**src/rtl/memory_round_ctrl_pkg.sv**
```systemverilog
// Shared types and constants for the memorization-game round controller.
package memory_round_ctrl_pkg;

  typedef enum logic [2:0] {
    IDLE   = 3'd0,
    SHOW   = 3'd1,
    ENTER  = 3'd2,
    CHECK  = 3'd3,
    RESULT = 3'd4
  } state_e;

  localparam logic [3:0] KEY_CLEAR    = 4'hC;
  localparam logic [3:0] DIGIT_MAX    = 4'd9;
  localparam logic [3:0] EMPTY_NIBBLE = 4'hF;
  localparam logic [7:0] SCORE_MAX    = 8'd255;

  function automatic logic [7:0] sat_inc(input logic [7:0] v);
    return (v == SCORE_MAX) ? v : v + 8'd1;
  endfunction

endpackage

```
**src/rtl/memory_round_ctrl_if.sv**
```systemverilog
// Game-side bus of the round controller: round control, keypad strobes and results.
interface memory_round_ctrl_if #(
  parameter int unsigned NUM_DIGITS = 4
) ();
  localparam int unsigned PAT_W = 4 * NUM_DIGITS;
  localparam int unsigned ECW   = $clog2(NUM_DIGITS + 1);

  logic             start;
  logic [PAT_W-1:0] target;
  logic             key_valid;
  logic [3:0]       key_code;
  logic             show_en;
  logic [PAT_W-1:0] entry;
  logic [ECW-1:0]   entry_count;
  logic             round_done;
  logic             round_pass;
  logic [7:0]       score;
  logic             busy;

  modport master (
    output start, target, key_valid, key_code,
    input  show_en, entry, entry_count, round_done, round_pass, score, busy
  );

  modport slave (
    input  start, target, key_valid, key_code,
    output show_en, entry, entry_count, round_done, round_pass, score, busy
  );
endinterface

```
**src/rtl/memory_round_ctrl_round_timer.sv**
```systemverilog
// Up-counter with synchronous clear/enable and terminal-count flag against a runtime limit.
module round_timer #(
  parameter int unsigned CNT_W = 28
) (
  input  logic             clk,
  input  logic             rst,
  input  logic             clr_i,
  input  logic             en_i,
  input  logic [CNT_W-1:0] limit_i,
  output logic             tc_o
);
  logic [CNT_W-1:0] count_q, count_d;

  always_comb begin
    count_d = count_q;
    if (clr_i)     count_d = '0;
    else if (en_i) count_d = count_q + CNT_W'(1);
  end

  always_ff @(posedge clk or negedge rst) begin
    if (!rst) count_q <= '0;
    else      count_q <= count_d;
  end

  assign tc_o = (count_q == limit_i);
endmodule

```
**src/rtl/memory_round_ctrl.sv**
```systemverilog
// One round of the memorization game: latch target, timed show, keypad entry, compare, score.
module memory_round_ctrl
  import memory_round_ctrl_pkg::*;
#(
  parameter int unsigned NUM_DIGITS     = 4,
  parameter int unsigned SHOW_CYCLES    = 50000000,
  parameter int unsigned TIMEOUT_CYCLES = 250000000,
  parameter int unsigned CNT_W          = 28
) (
  input logic               clk,
  input logic               rst,
  memory_round_ctrl_if.slave bus
);
  localparam int unsigned      PAT_W      = 4 * NUM_DIGITS;
  localparam int unsigned      ECW        = $clog2(NUM_DIGITS + 1);
  localparam logic [PAT_W-1:0] EMPTY      = {NUM_DIGITS{EMPTY_NIBBLE}};
  localparam logic [ECW-1:0]   LAST_IDX   = ECW'(NUM_DIGITS - 1);
  localparam logic [CNT_W-1:0] SHOW_LAST  = CNT_W'(SHOW_CYCLES - 1);
  localparam logic [CNT_W-1:0] TOUT_LAST  = CNT_W'(TIMEOUT_CYCLES - 1);

  state_e           state_q, state_d;
  logic [PAT_W-1:0] target_q, target_d;
  logic [PAT_W-1:0] entry_q, entry_d;
  logic [ECW-1:0]   cnt_q, cnt_d;
  logic             pass_q, pass_d;
  logic [7:0]       score_q, score_d;
  logic             tmr_clr, tmr_en, tmr_tc;
  logic             digit_key, clear_key;

  round_timer #(.CNT_W(CNT_W)) u_timer (
    .clk     (clk),
    .rst     (rst),
    .clr_i   (tmr_clr),
    .en_i    (tmr_en),
    .limit_i ((state_q == SHOW) ? SHOW_LAST : TOUT_LAST),
    .tc_o    (tmr_tc)
  );

  assign digit_key = bus.key_valid && (bus.key_code <= DIGIT_MAX);
  assign clear_key = bus.key_valid && (bus.key_code == KEY_CLEAR);

  always_comb begin
    state_d  = state_q;
    target_d = target_q;
    entry_d  = entry_q;
    cnt_d    = cnt_q;
    pass_d   = pass_q;
    score_d  = score_q;
    tmr_clr  = 1'b0;
    tmr_en   = 1'b0;
    unique case (state_q)
      IDLE: begin
        if (bus.start) begin
          target_d = bus.target;
          entry_d  = EMPTY;
          cnt_d    = '0;
          pass_d   = 1'b0;
          tmr_clr  = 1'b1;
          state_d  = SHOW;
        end
      end
      SHOW: begin
        if (tmr_tc) begin
          tmr_clr = 1'b1;
          state_d = ENTER;
        end else begin
          tmr_en = 1'b1;
        end
      end
      ENTER: begin
        // An accepted key on the terminal-count cycle takes priority over the timeout.
        if (digit_key) begin
          entry_d = (entry_q << 4) | PAT_W'(bus.key_code);
          cnt_d   = cnt_q + ECW'(1);
          tmr_clr = 1'b1;
          if (cnt_q == LAST_IDX) state_d = CHECK;
        end else if (clear_key) begin
          entry_d = EMPTY;
          cnt_d   = '0;
          tmr_clr = 1'b1;
        end else if (tmr_tc) begin
          pass_d  = 1'b0;
          tmr_clr = 1'b1;
          state_d = RESULT;
        end else begin
          tmr_en = 1'b1;
        end
      end
      CHECK: begin
        pass_d  = (entry_q == target_q);
        state_d = RESULT;
      end
      RESULT: begin
        score_d = pass_q ? sat_inc(score_q) : 8'd0;
        state_d = IDLE;
      end
      default: state_d = IDLE;
    endcase
  end

  always_ff @(posedge clk or negedge rst) begin
    if (!rst) begin
      state_q  <= IDLE;
      target_q <= '0;
      entry_q  <= EMPTY;
      cnt_q    <= '0;
      pass_q   <= 1'b0;
      score_q  <= '0;
    end else begin
      state_q  <= state_d;
      target_q <= target_d;
      entry_q  <= entry_d;
      cnt_q    <= cnt_d;
      pass_q   <= pass_d;
      score_q  <= score_d;
    end
  end

  assign bus.show_en     = (state_q == SHOW);
  assign bus.round_done  = (state_q == RESULT);
  assign bus.busy        = (state_q != IDLE);
  assign bus.entry       = entry_q;
  assign bus.entry_count = cnt_q;
  assign bus.round_pass  = pass_q;
  assign bus.score       = score_q;
endmodule
```
**src/flat_wrapper.sv**
```systemverilog
// flat-port wrapper written by rule: the top's interface ports become plain ports
module memory_round_ctrl_flat import memory_round_ctrl_pkg::*;
#(
  parameter int unsigned NUM_DIGITS     = 4,
  parameter int unsigned SHOW_CYCLES    = 50000000,
  parameter int unsigned TIMEOUT_CYCLES = 250000000,
  parameter int unsigned CNT_W          = 28
)
  (clk, rst, bus_start, bus_target, bus_key_valid, bus_key_code, bus_show_en, bus_entry, bus_entry_count, bus_round_done, bus_round_pass, bus_score, bus_busy);
  memory_round_ctrl_if #(.NUM_DIGITS(NUM_DIGITS)) bus_i ();
  input logic clk;
  input logic rst;
  input wire logic [$bits(bus_i.start)-1:0] bus_start;
  input wire logic [$bits(bus_i.target)-1:0] bus_target;
  input wire logic [$bits(bus_i.key_valid)-1:0] bus_key_valid;
  input wire logic [$bits(bus_i.key_code)-1:0] bus_key_code;
  output wire logic [$bits(bus_i.show_en)-1:0] bus_show_en;
  output wire logic [$bits(bus_i.entry)-1:0] bus_entry;
  output wire logic [$bits(bus_i.entry_count)-1:0] bus_entry_count;
  output wire logic [$bits(bus_i.round_done)-1:0] bus_round_done;
  output wire logic [$bits(bus_i.round_pass)-1:0] bus_round_pass;
  output wire logic [$bits(bus_i.score)-1:0] bus_score;
  output wire logic [$bits(bus_i.busy)-1:0] bus_busy;
  assign bus_i.start = bus_start;
  assign bus_i.target = bus_target;
  assign bus_i.key_valid = bus_key_valid;
  assign bus_i.key_code = bus_key_code;
  assign bus_show_en = bus_i.show_en;
  assign bus_entry = bus_i.entry;
  assign bus_entry_count = bus_i.entry_count;
  assign bus_round_done = bus_i.round_done;
  assign bus_round_pass = bus_i.round_pass;
  assign bus_score = bus_i.score;
  assign bus_busy = bus_i.busy;
  memory_round_ctrl #(.NUM_DIGITS(NUM_DIGITS), .SHOW_CYCLES(SHOW_CYCLES), .TIMEOUT_CYCLES(TIMEOUT_CYCLES), .CNT_W(CNT_W)) u_core (.clk(clk), .rst(rst), .bus(bus_i));
endmodule
```
**config.mk**
```make
export PLATFORM = sky130hd
export DESIGN_NAME = memory_round_ctrl_flat
export DESIGN_NICKNAME = d
export VERILOG_FILES = /design/src/rtl/memory_round_ctrl_pkg.sv /design/src/rtl/memory_round_ctrl_if.sv /design/src/rtl/memory_round_ctrl_round_timer.sv /design/src/rtl/memory_round_ctrl.sv /design/src/flat_wrapper.sv
export SDC_FILE = /design/constraint.sdc
export NUM_CORES = 1
export LEC_CHECK = 0
export CAP_MARGIN = 20
export CORE_MARGIN = 2
export CORE_UTILIZATION = 40
export CTS_BUF_LIST = sky130_fd_sc_hd__clkbuf_4 sky130_fd_sc_hd__clkbuf_8
export CTS_CLUSTER_DIAMETER = 60
export DETAILED_ROUTE_END_ITERATION = 12
export PLACE_DENSITY_LB_ADDON = 0.05
export SYNTH_ARGS = -nofsm -noshare
export SYNTH_HDL_FRONTEND = slang
export SYNTH_SLANG_ARGS = --single-unit
export TNS_END_PERCENT = 20
```
**constraint.sdc**
```tcl
create_clock -name clk -period 2.6 [get_ports clk]
set_input_delay 0.65 -clock clk [delete_from_list [all_inputs] [get_ports clk]]
set_output_delay 0.65 -clock clk [all_outputs]
set_load 0.02 [all_outputs]
```
==> run_results.csv, run 1 <==
group,metric,value,unit
run_status,status,"complete, no violations",
final_layout,nNetsFinal,479,
timing,clock.fmax,0.405,GHz
min_path,min_path_type,"input pin to asynchronous set/reset pin",
global_route,grtUsageTotal,0.191,
yosys,ys_types,51,
yosys,ys.flop_type,"dfrtp_1",
critical_path,crit_path_max_fanout,4,
timing,hold_viol,0,
yosys,synth_top_family_by_area,"simple AND/OR/NAND/NOR gates",
yosys,yosys_warnings,0,
floorplanning,dieArea,0.0104,mm^2
clock_tree,cts_buffers,9,
yosys,yosysTopAreaCell,"dfrtp_1",
floorplanning,die_y,102,um
yosys,synth-edff-count,0,
yosys,ys_seq_area_frac,0.495,
detailed_routing,post_drt_wl_per_cell,15.8,um
yosys,async_flop_share,1.00,
global_route,grt-ovfl-total,0,
floorplanning,pin_count,55,
final_layout,drive_gt1_frac,0.202,
yosys,synthesis.nets,396,
global_route,grt_pass1_wl,15600,um
final_layout,stdcell_count,585,
pwr,pwr-share-comb,0.330,
place,numPortBuffers,54,
clock_tree,cts_root_buffer,"clkbuf_8",
pwr,p_seq_frac,0.400,
clock_tree,clk_pin_slew_worst_paths,90,ps
timing,setup_violations,0,
detailed_routing,vias,3141,
yosys,ys_seq_elements,75,
final_layout,area_growth,29.4,%
critical_path,cp.arrival,2700,ps
global_route,grt_pass1_vias,3097,
place,dp.cells,566,
place,hpwlAfterDp,6480,um
floorplanning,core,0.00928,mm^2
pwr,vdd_drop_max,0.369,mV
global_route,antenna_found_initial,0,
timing,period_needed,2470,ps
timing,grt_setup_unrepaired,"false",
yosys,synth_compound_area_frac,0.171,
yosys,avgSynthCellArea,10.4,um^2
place,gp_congestion,0.785,
yosys,synth.mux.area_fraction,0.0529,
yosys,synth_fa_ha_area_frac,0.0131,
pwr,p_int,2.76,mW
critical_path,path_class,"register to register",
pwr,pwr-share-clk,0.270,
yosys,synthSimpleGateAreaFrac,0.176,
timing,slew_headroom,0.665,
final_layout,register_area,0.00190,mm^2
detailed_routing,drtAntennaViolNets,0,
detailed_routing,vias_per_cell,5.37,
yosys,synth-xor-area-share,0.0525,
clock_tree,cts_tree,"yes",
pwr,switchingPower,1.33,mW
yosys,synth_most_common_cell,"dfrtp_1",
final_layout,n_antenna_cell,0,
detailed_routing,dr.pass1.iters,4,
final_layout,multi_input_area,0.00179,mm^2
clock_tree,htree_num_levels,3,
critical_path,cp-start-kind,"register",
detailed_routing,routed_wl,9230,um
final_layout,num-fill-cells,877,
timing,skew,13.9,ps
timing,slew_violations,0,
clock_tree,clk_latency,350,ps
detailed_routing,drt-initial-drc-count,108,
clock_tree,clock_path_buffers,2,
timing,worstMarginPinSlew,497,ps
floorplanning,die_w,102,um
critical_path,cp-end-kind,"register",
floorplanning,start_util,0.413,
detailed_routing,drc_errors,0,
yosys,syn_inst,368,
yosys,synth_common_cells,"59 x dfrtp_1, 29 x a21oi_1, 23 x o21ai_0",
pwr,powerDensity,823,mW/mm^2
floorplanning,num_rows,35,
final_layout,final_util,0.535,
critical_path,r2r_start,"u_core.u_timer.count_q[26]",
timing,period_share,0.949,
pwr,p_leak,1.98,nW
yosys,yosys-top-cells-area,"dfrtp_1 38%, dfstp_2 11%, mux2_2 5.3%",
yosys,synth_top_area_frac,0.385,
critical_path,critPathLaunch,"u_core.u_timer.count_q[26]",
run,max_cap_violations,0,
yosys,netlist_area,0.00383,mm^2
critical_path,required,2840,ps
clock_tree,clock_sinks,75,
global_route,grt_max_degree,76,
pwr,p_sw_frac,0.326,
==> cells by family after synthesis <==
logic type | Yosys count
AOI/OAI and AO/OA | 100
DFF | 75
buffers and inverters | 31
xor gates and xnor gates | 23
muxes | 18
and+or+nand+nor | 117
adders and majority gates | 4
==> path summary, 6_finish.rpt <==
path | end | slack [ps] | cells after the start
worst max register to register | u_core.u_timer.count_q[1] | 130 | 5
worst max-delay path | u_core.u_timer.count_q[1] | 130 | 5
min in group clk | u_core.target_q[7] | 530 | 1
max in group asynchronous | u_core.bus.entry[15] | 1880 | 2
worst min-delay path | u_core.bus.score[3] | 280 | 2
worst min register to register | u_core.target_q[7] | 530 | 1
==> worst max-delay path, stage by stage, from the launching register on <==
cell and delay (ps):
dfrtp_1 420, or4b_4 540, or4_4 440, a211oi_4 330, mux2_2 380, a32o_1 250
==> stage by stage <==
stage	TNS, ps	hold WS, ps	worst slack (ps)	power (mW)	cell area (um^2)
after global routing	0	333	42.7	4.35	4960
final	0	280	132	4.09	4960
after CTS	0	331	1.41	4.14	4950
after detailed placement	-809	518	-72.3	3.03	4690
after global placement	-154	506	-54.4	3.02	4690
after floorplan	0	354	17.5	2.49	3830
==> power by group through the flow <==
stage	clock network (mW)	logic (mW)	registers (mW)
2_1_floorplan	0	0.820	1.67
3_3_place_gp	0	1.36	1.66
3_5_place_dp	0	1.38	1.66
4_1_cts	1.13	1.37	1.64
5_1_grt	1.18	1.49	1.68
6_report	1.10	1.35	1.63
==> sequential cells by signal, indices dropped and copies added, names as in the netlist <==
signal,cells
u_core.bus.entry,16
u_core.bus.entry_count,3
u_core.bus.round_pass,1
u_core.bus.score,8
u_core.state_q,3
u_core.target_q,16
u_core.u_timer.count_q,28
==> cell type report <==
| cell class | count | share of cell area |
|---|---|---|
| clock buffer | 10 | 0.0265 |
| inverter | 16 | 0.0121 |
| tap | 129 | 0.0325 |
| timing repair buffer | 87 | 0.164 |
| multi-input combinational | 262 | 0.360 |
| clock inverter | 6 | 0.0232 |
| sequential | 75 | 0.382 |
==> routing by layer <==
metal,up-vias,GRT usage,share of wire
met2,55,0.278,0.43
met5,-,0,0
met4,0,0.0738,0.016
met3,10,0.0294,0.037
met1,1535,0.286,0.52
li1,1541,-,-
==> what timing repair did <==
item                                    CTS  global route
hold endpoints to repair                  0             0
setup buffers                             2             1
endpoints found under the setup margin   29            29
hold buffers                              0             0
resized for setup                         3             2
pin swaps                                 0             1
==> cell usage in the layout, fill, tap and decap left out, drive strengths merged, types with 3 or more instances in the layout <==
| cell type | instances |
|---|---|
| xnor2 | 12 |
| mux2 | 18 |
| dfstp | 16 |
| nand3 | 17 |
| a21oi | 29 |
| o31ai | 12 |
| clkbuf | 10 |
| or4 | 12 |
| nor2 | 22 |
| dfrtp | 59 |
| nor3 | 5 |
| o22a | 16 |
| nand4 | 13 |
| or3 | 15 |
| and3 | 4 |
| xor2 | 11 |
| clkdlybuf4s50 | 50 |
| a21o | 5 |
| buf | 34 |
| bufinv | 3 |
| ha | 4 |
| o2111ai | 4 |
| o21ai | 25 |
| inv | 16 |
| nand2 | 13 |
(Power assumes the default switching activity.)
==> run 2, diff against run 1 <==
--- a/config.mk
+++ b/config.mk
@@ -6,11 +6,12 @@
 export NUM_CORES = 1
 export LEC_CHECK = 0
 export CAP_MARGIN = 20
-export CORE_MARGIN = 2
+export CORE_MARGIN = 1.5
 export CORE_UTILIZATION = 40
 export CTS_BUF_LIST = sky130_fd_sc_hd__clkbuf_4 sky130_fd_sc_hd__clkbuf_8
 export CTS_CLUSTER_DIAMETER = 60
 export DETAILED_ROUTE_END_ITERATION = 12
+export GPL_ROUTABILITY_DRIVEN = 0
 export PLACE_DENSITY_LB_ADDON = 0.05
 export SYNTH_ARGS = -nofsm -noshare
 export SYNTH_HDL_FRONTEND = slang
==> run 2 against run 1 <==
  * Non-clock buffer count increased by 3
  * Clock power decreased by 25%
  * Largest cell class unchanged
  * Flip-flop and latch count unchanged
  * Largest power group unchanged
==> run_results.csv, run 2 (synthesis results as in run 1) <==
group,metric,value,unit
final_layout,final_common_cell,"dfrtp_1",
critical_path,reg2regPathDepth,5,
critical_path,crit_path_top_delay_cell,"clkdlybuf4s50_1",
final_layout,nNetsFinal,482,
detailed_routing,vias,3150,
clock_tree,htree_num_levels,3,
pwr,pwr-share-comb,0.363,
floorplanning,num_rows,35,
critical_path,cp-start-kind,"register",
timing,setup_violations,0,
floorplanning,dieArea,0.0102,mm^2
timing,skew,10.4,ps
pwr,pwr-share-clk,0.213,
critical_path,path_depth,3,
pwr,p_leak,1.97,nW
pwr,p_seq_frac,0.424,
pwr,powerDensity,783,mW/mm^2
final_layout,area_growth,28.9,%
place,numPortBuffers,54,
global_route,grt-ovfl-total,0,
final_layout,drive_gt1_frac,0.209,
timing,final.setup.tns,0,ps
timing,hold_viol,0,
timing,grt_setup_unrepaired,"false",
final_layout,final_cell_mix,"59 x dfrtp_1, 51 x clkdlybuf4s50_1, 32 x buf_4",
final_layout,n_antenna_cell,0,
timing,slew_violations,0,
detailed_routing,drt-initial-drc-count,122,
global_route,grt_pass1_wl,15100,um
critical_path,cpPeakStageDelay,570,ps
timing,clock.fmax,0.400,GHz
clock_tree,clock_sinks,75,
clock_tree,clk_pin_slew_worst_paths,80,ps
detailed_routing,vias_per_cell,5.36,
detailed_routing,drtAntennaViolNets,0,
critical_path,critPathTopFamily,"buffers and inverters",
timing,period_needed,2500,ps
pwr,vdd_drop_max,0.387,mV
run_status,status,"complete, no violations",
timing,worstMarginPinSlew,544,ps
global_route,grt_max_degree,76,
critical_path,path_class,"register to output port",
clock_tree,cts_root_buffer,"clkbuf_8",
detailed_routing,dr.pass1.iters,5,
global_route,grt_pass1_vias,3011,
detailed_routing,post_drt_wl_per_cell,15.8,um
timing,slew_headroom,0.637,
place,hpwlAfterDp,6360,um
detailed_routing,routed_wl,9310,um
clock_tree,clk_latency,350,ps
floorplanning,start_util,0.413,
pwr,p_sw_frac,0.353,
timing,period_share,0.962,
detailed_routing,drc_errors,0,
final_layout,final_util,0.533,
floorplanning,pin_count,55,
clock_tree,cts_buffers,9,
critical_path,crit_path_cell_trace,"buf_4 > or3_1 > clkdlybuf4s50_1",
pwr,switchingPower,1.37,mW
final_layout,top_register,"u_core.u_timer.count_q",
min_path,min_path_type,"input pin to asynchronous set/reset pin",
run,max_cap_violations,0,
floorplanning,die_y,101,um
clock_tree,postCtsHoldBufs,0,
critical_path,crit_path_max_fanout,6,
clock_tree,cts_tree,"yes",
pwr,p_int,2.51,mW
clock_tree,clock_path_buffers,2,
critical_path,cp.arrival,1850,ps
critical_path,critPathBufInv,2,
final_layout,largest_reg_flops,28,
global_route,grtUsageTotal,0.191,
critical_path,cp-end-kind,"output port",
global_route,antenna_found_initial,0,
critical_path,required,1950,ps
floorplanning,die_w,101,um
floorplanning,core,0.00928,mm^2
==> run 2: stage by stage <==
| stage | area, um^2 | std cells | worst slack (ps) | power (mW) | hold slack, ps |
|---|---|---|---|---|---|
| 2_1_floorplan | 3830 | 368 | 17.5 | 2.49 | 354 |
| 3_5_place_dp | 4710 | 569 | -110 | 3.02 | 518 |
| 5_1_grt | 4940 | 588 | 27.0 | 4.11 | 354 |
| 3_3_place_gp | 4710 | 569 | -13.0 | 3.00 | 507 |
| 6_report | 4940 | 588 | 97.7 | 3.87 | 292 |
| 4_1_cts | 4890 | 585 | 14.1 | 3.86 | 335 |
==> run 2: layer usage <==
metal / vias up / routed length, um / global-route usage / share of wire
met5: - / 0 / 0 / 0
met4: 0 / 119 / 0.0609 / 0.013
met3: 10 / 293 / 0.0326 / 0.031
met2: 48 / 4130 / 0.289 / 0.44
met1: 1542 / 4770 / 0.278 / 0.51
li1: 1550 / - / - / -
==> run 2: layout make-up <==
cell class              instances  area, um^2
repair buffers                 90         850
fillers                       878        4340
clock inverters                 6        41.3
clock buffers                  10         138
well taps                     129         161
multi-input cells             262        1800
inverters                      16        60.1
flip-flops and latches         75        1900
==> run 2: path summary, 6_finish.rpt <==
path	slack (ps)	endpoint	from
worst min-delay path	290	u_core.bus.score[2]	rst
max in group asynchronous	1900	u_core.bus.entry[3]	rst
worst max-delay path	100	bus_busy	u_core.state_q[1]
worst min register to register	530	u_core.bus.entry[15]	u_core.bus.entry[15]
min in group clk	530	u_core.bus.entry[15]	u_core.bus.entry[15]
worst max register to register	170	u_core.u_timer.count_q[1]	u_core.u_timer.count_q[9]
==> run 2: power groups by stage <==
stage | clock network [mW] | logic (mW) | registers [mW]
after floorplan | 0 | 0.820 | 1.67
after global placement | 0 | 1.35 | 1.65
after detailed placement | 0 | 1.36 | 1.66
after CTS | 0.856 | 1.36 | 1.64
after global routing | 0.899 | 1.54 | 1.68
final | 0.825 | 1.41 | 1.64
==> run 2: timing repair <==
action,4_1_cts,5_1_grt
endpoints found under the hold margin,0,0
gates resized for setup,3,4
setup endpoints to repair,17,28
cloned,0,1
pin swaps,0,1
setup buffers,0,2
==> run 3, diff against run 2 <==
--- a/config.mk
+++ b/config.mk
@@ -12,6 +12,7 @@
 export CTS_CLUSTER_DIAMETER = 60
 export DETAILED_ROUTE_END_ITERATION = 12
 export GPL_ROUTABILITY_DRIVEN = 0
+export GPL_TIMING_DRIVEN = 0
 export PLACE_DENSITY_LB_ADDON = 0.05
 export SYNTH_ARGS = -nofsm -noshare
 export SYNTH_HDL_FRONTEND = slang
==> run 3 against run 2 <==
  * Worst setup slack got worse by 15 ps
  * Worst hold slack got worse by 32 ps
  * Global-route usage increased by 1.4 points
  * Combinational power about the same
  * Clock skew about the same
==> run_results.csv, run 3 (synthesis results as in run 1) <==
group,metric,value,unit
floorplanning,core,0.00928,mm^2
floorplanning,start_util,0.413,
floorplanning,pin_count,55,
timing,clock.fmax,0.397,GHz
timing,worstMarginPinSlew,761,ps
global_route,grt_max_degree,40,
place,numPortBuffers,54,
timing,hold_ws,260,ps
timing,grt_setup_unrepaired,"false",
final_layout,nNetsFinal,468,
clock_tree,clk_pin_slew_worst_paths,90,ps
pwr,powerDensity,823,mW/mm^2
critical_path,cp-start-kind,"register",
global_route,grtUsageTotal,0.205,
final_layout,stdcell_count,574,
final_layout,area_growth,28.0,%
final_layout,register_area,0.00190,mm^2
detailed_routing,vias,3117,
timing,period_needed,2520,ps
floorplanning,dieArea,0.0102,mm^2
critical_path,cp.arrival,2750,ps
clock_tree,htree_num_levels,3,
floorplanning,die_y,101,um
clock_tree,cts_tree,"yes",
floorplanning,num_rows,35,
critical_path,path_class,"register to register",
critical_path,required,2830,ps
final_layout,n_antenna_cell,0,
detailed_routing,post_drt_wl_per_cell,16.8,um
clock_tree,clock_path_buffers,2,
detailed_routing,drc_errors,0,
clock_tree,clk_latency,350,ps
timing,period_share,0.968,
critical_path,r2r_slack,80,ps
timing,setup_violations,0,
final_layout,top_register,"u_core.u_timer.count_q",
final_layout,final_util,0.529,
run_status,status,"complete, no violations",
timing,slew_headroom,0.491,
place,hpwlAfterDp,6670,um
final_layout,final_cell_mix,"58 x dfrtp_1, 50 x clkdlybuf4s50_1, 29 x a21oi_1",
timing,slew_violations,0,
clock_tree,cts_buffers,9,
final_layout,num-fill-cells,891,
detailed_routing,dr.pass1.iters,4,
pwr,p_leak,1.90,nW
critical_path,critPathLaunch,"u_core.state_q[0]",
final_layout,largest_reg_flops,28,
pwr,vdd_drop_max,0.378,mV
detailed_routing,drtAntennaViolNets,0,
floorplanning,die_w,101,um
global_route,grt-ovfl-total,0,
critical_path,cp-end-kind,"register",
min_path,min_path_type,"input pin to asynchronous set/reset pin",
global_route,grt_pass1_wl,16100,um
clock_tree,clock_sinks,75,
critical_path,r2r_start,"u_core.state_q[0]",
detailed_routing,drt-initial-drc-count,105,
final_layout,multi_input_area,0.00185,mm^2
run,max_cap_violations,0,
global_route,antenna_found_initial,0,
critical_path,crit_path_max_fanout,10,
clock_tree,cts_root_buffer,"clkbuf_8",
final_layout,drive_gt1_frac,0.187,
place,dp.cells,552,
detailed_routing,vias_per_cell,5.43,
timing,skew,10.3,ps
global_route,grt_pass1_vias,3121,
timing,hold_viol,0,
final_layout,final_common_cell,"dfrtp_1",
detailed_routing,routed_wl,9620,um
## run 3: cell types whose count changed in the layout (fill, tap and decap cells not counted), moves of 2 or more
cell        delta
clkbuf_1       +5
buf_4         -23
clkinvlp_4     -2
buf_6          +4
o2111ai_1      -2
clkbuf_2       +2
bufinv_16      +2
## run 3: area by class of cell
cell class / count / share of cell area
Sequential cell: 75 / 0.387
Multi-Input combinational cell: 262 / 0.376
Timing Repair Buffer: 63 / 0.126
Tap cell: 129 / 0.0329
Clock buffer: 10 / 0.0268
Buffer: 13 / 0.0207
Clock inverter: 6 / 0.0184
Inverter: 16 / 0.0122
## run 3: worst max-delay path, cell delays in order, from the launching register on
cell	delay [ps]
dfrtp_1	340
buf_6	150
or3b_4	420
or4_4	530
a211oi_4	220
buf_6	160
mux2_2	330
a32o_1	250
## run 3: worst paths after layout
check | endpoint | depth (start not counted)
max reg2reg | u_core.u_timer.count_q[1] | 7
max | u_core.u_timer.count_q[1] | 7
min | u_core.bus.score[4] | 1
min in group clk | u_core.bus.entry_count[1] | 2
min reg2reg | u_core.bus.entry_count[1] | 2
max in group asynchronous | u_core.bus.entry[0] | 2
## run 3: what timing repair did
| action | in CTS | in global routing |
|---|---|---|
| pin swaps | 2 | 3 |
| hold buffers | 0 | 0 |
| setup endpoints to repair | 54 | 39 |
| setup buffers | 4 | 4 |
| resized for setup | 16 | 8 |
## run 3: per-layer routing
| metal | GRT usage | up-vias | share of wire |
|---|---|---|---|
| met5 | 0 | - | 0 |
| met4 | 0.0566 | 0 | 0.0095 |
| met3 | 0.0472 | 9 | 0.040 |
| met2 | 0.311 | 64 | 0.45 |
| met1 | 0.294 | 1534 | 0.50 |
| li1 | - | 1510 | - |
## run 3: stage by stage
| step | power (mW) | setup TNS (ps) | worst slack (ps) | area, um^2 |
|---|---|---|---|---|
| 3_3_place_gp | 2.94 | -155720 | -1920 | 4540 |
| 5_1_grt | 4.31 | 0 | 18.7 | 4910 |
| 6_report | 4.04 | 0 | 82.3 | 4910 |
| 2_1_floorplan | 2.49 | 0 | 17.5 | 3830 |
| 3_5_place_dp | 2.97 | -27450 | -875 | 4550 |
| 4_1_cts | 4.04 | -233 | -57.9 | 4850 |
## run 3: where the power goes
part | internal, mW | switching [mW] | total (mW) | leakage (nW)
registers | 1.43 | 0.225 | 1.65 | 0.948
clock network | 0.553 | 0.454 | 1.01 | 0.110
logic | 0.662 | 0.719 | 1.38 | 0.845
total | 2.64 | 1.40 | 4.04 | 1.90
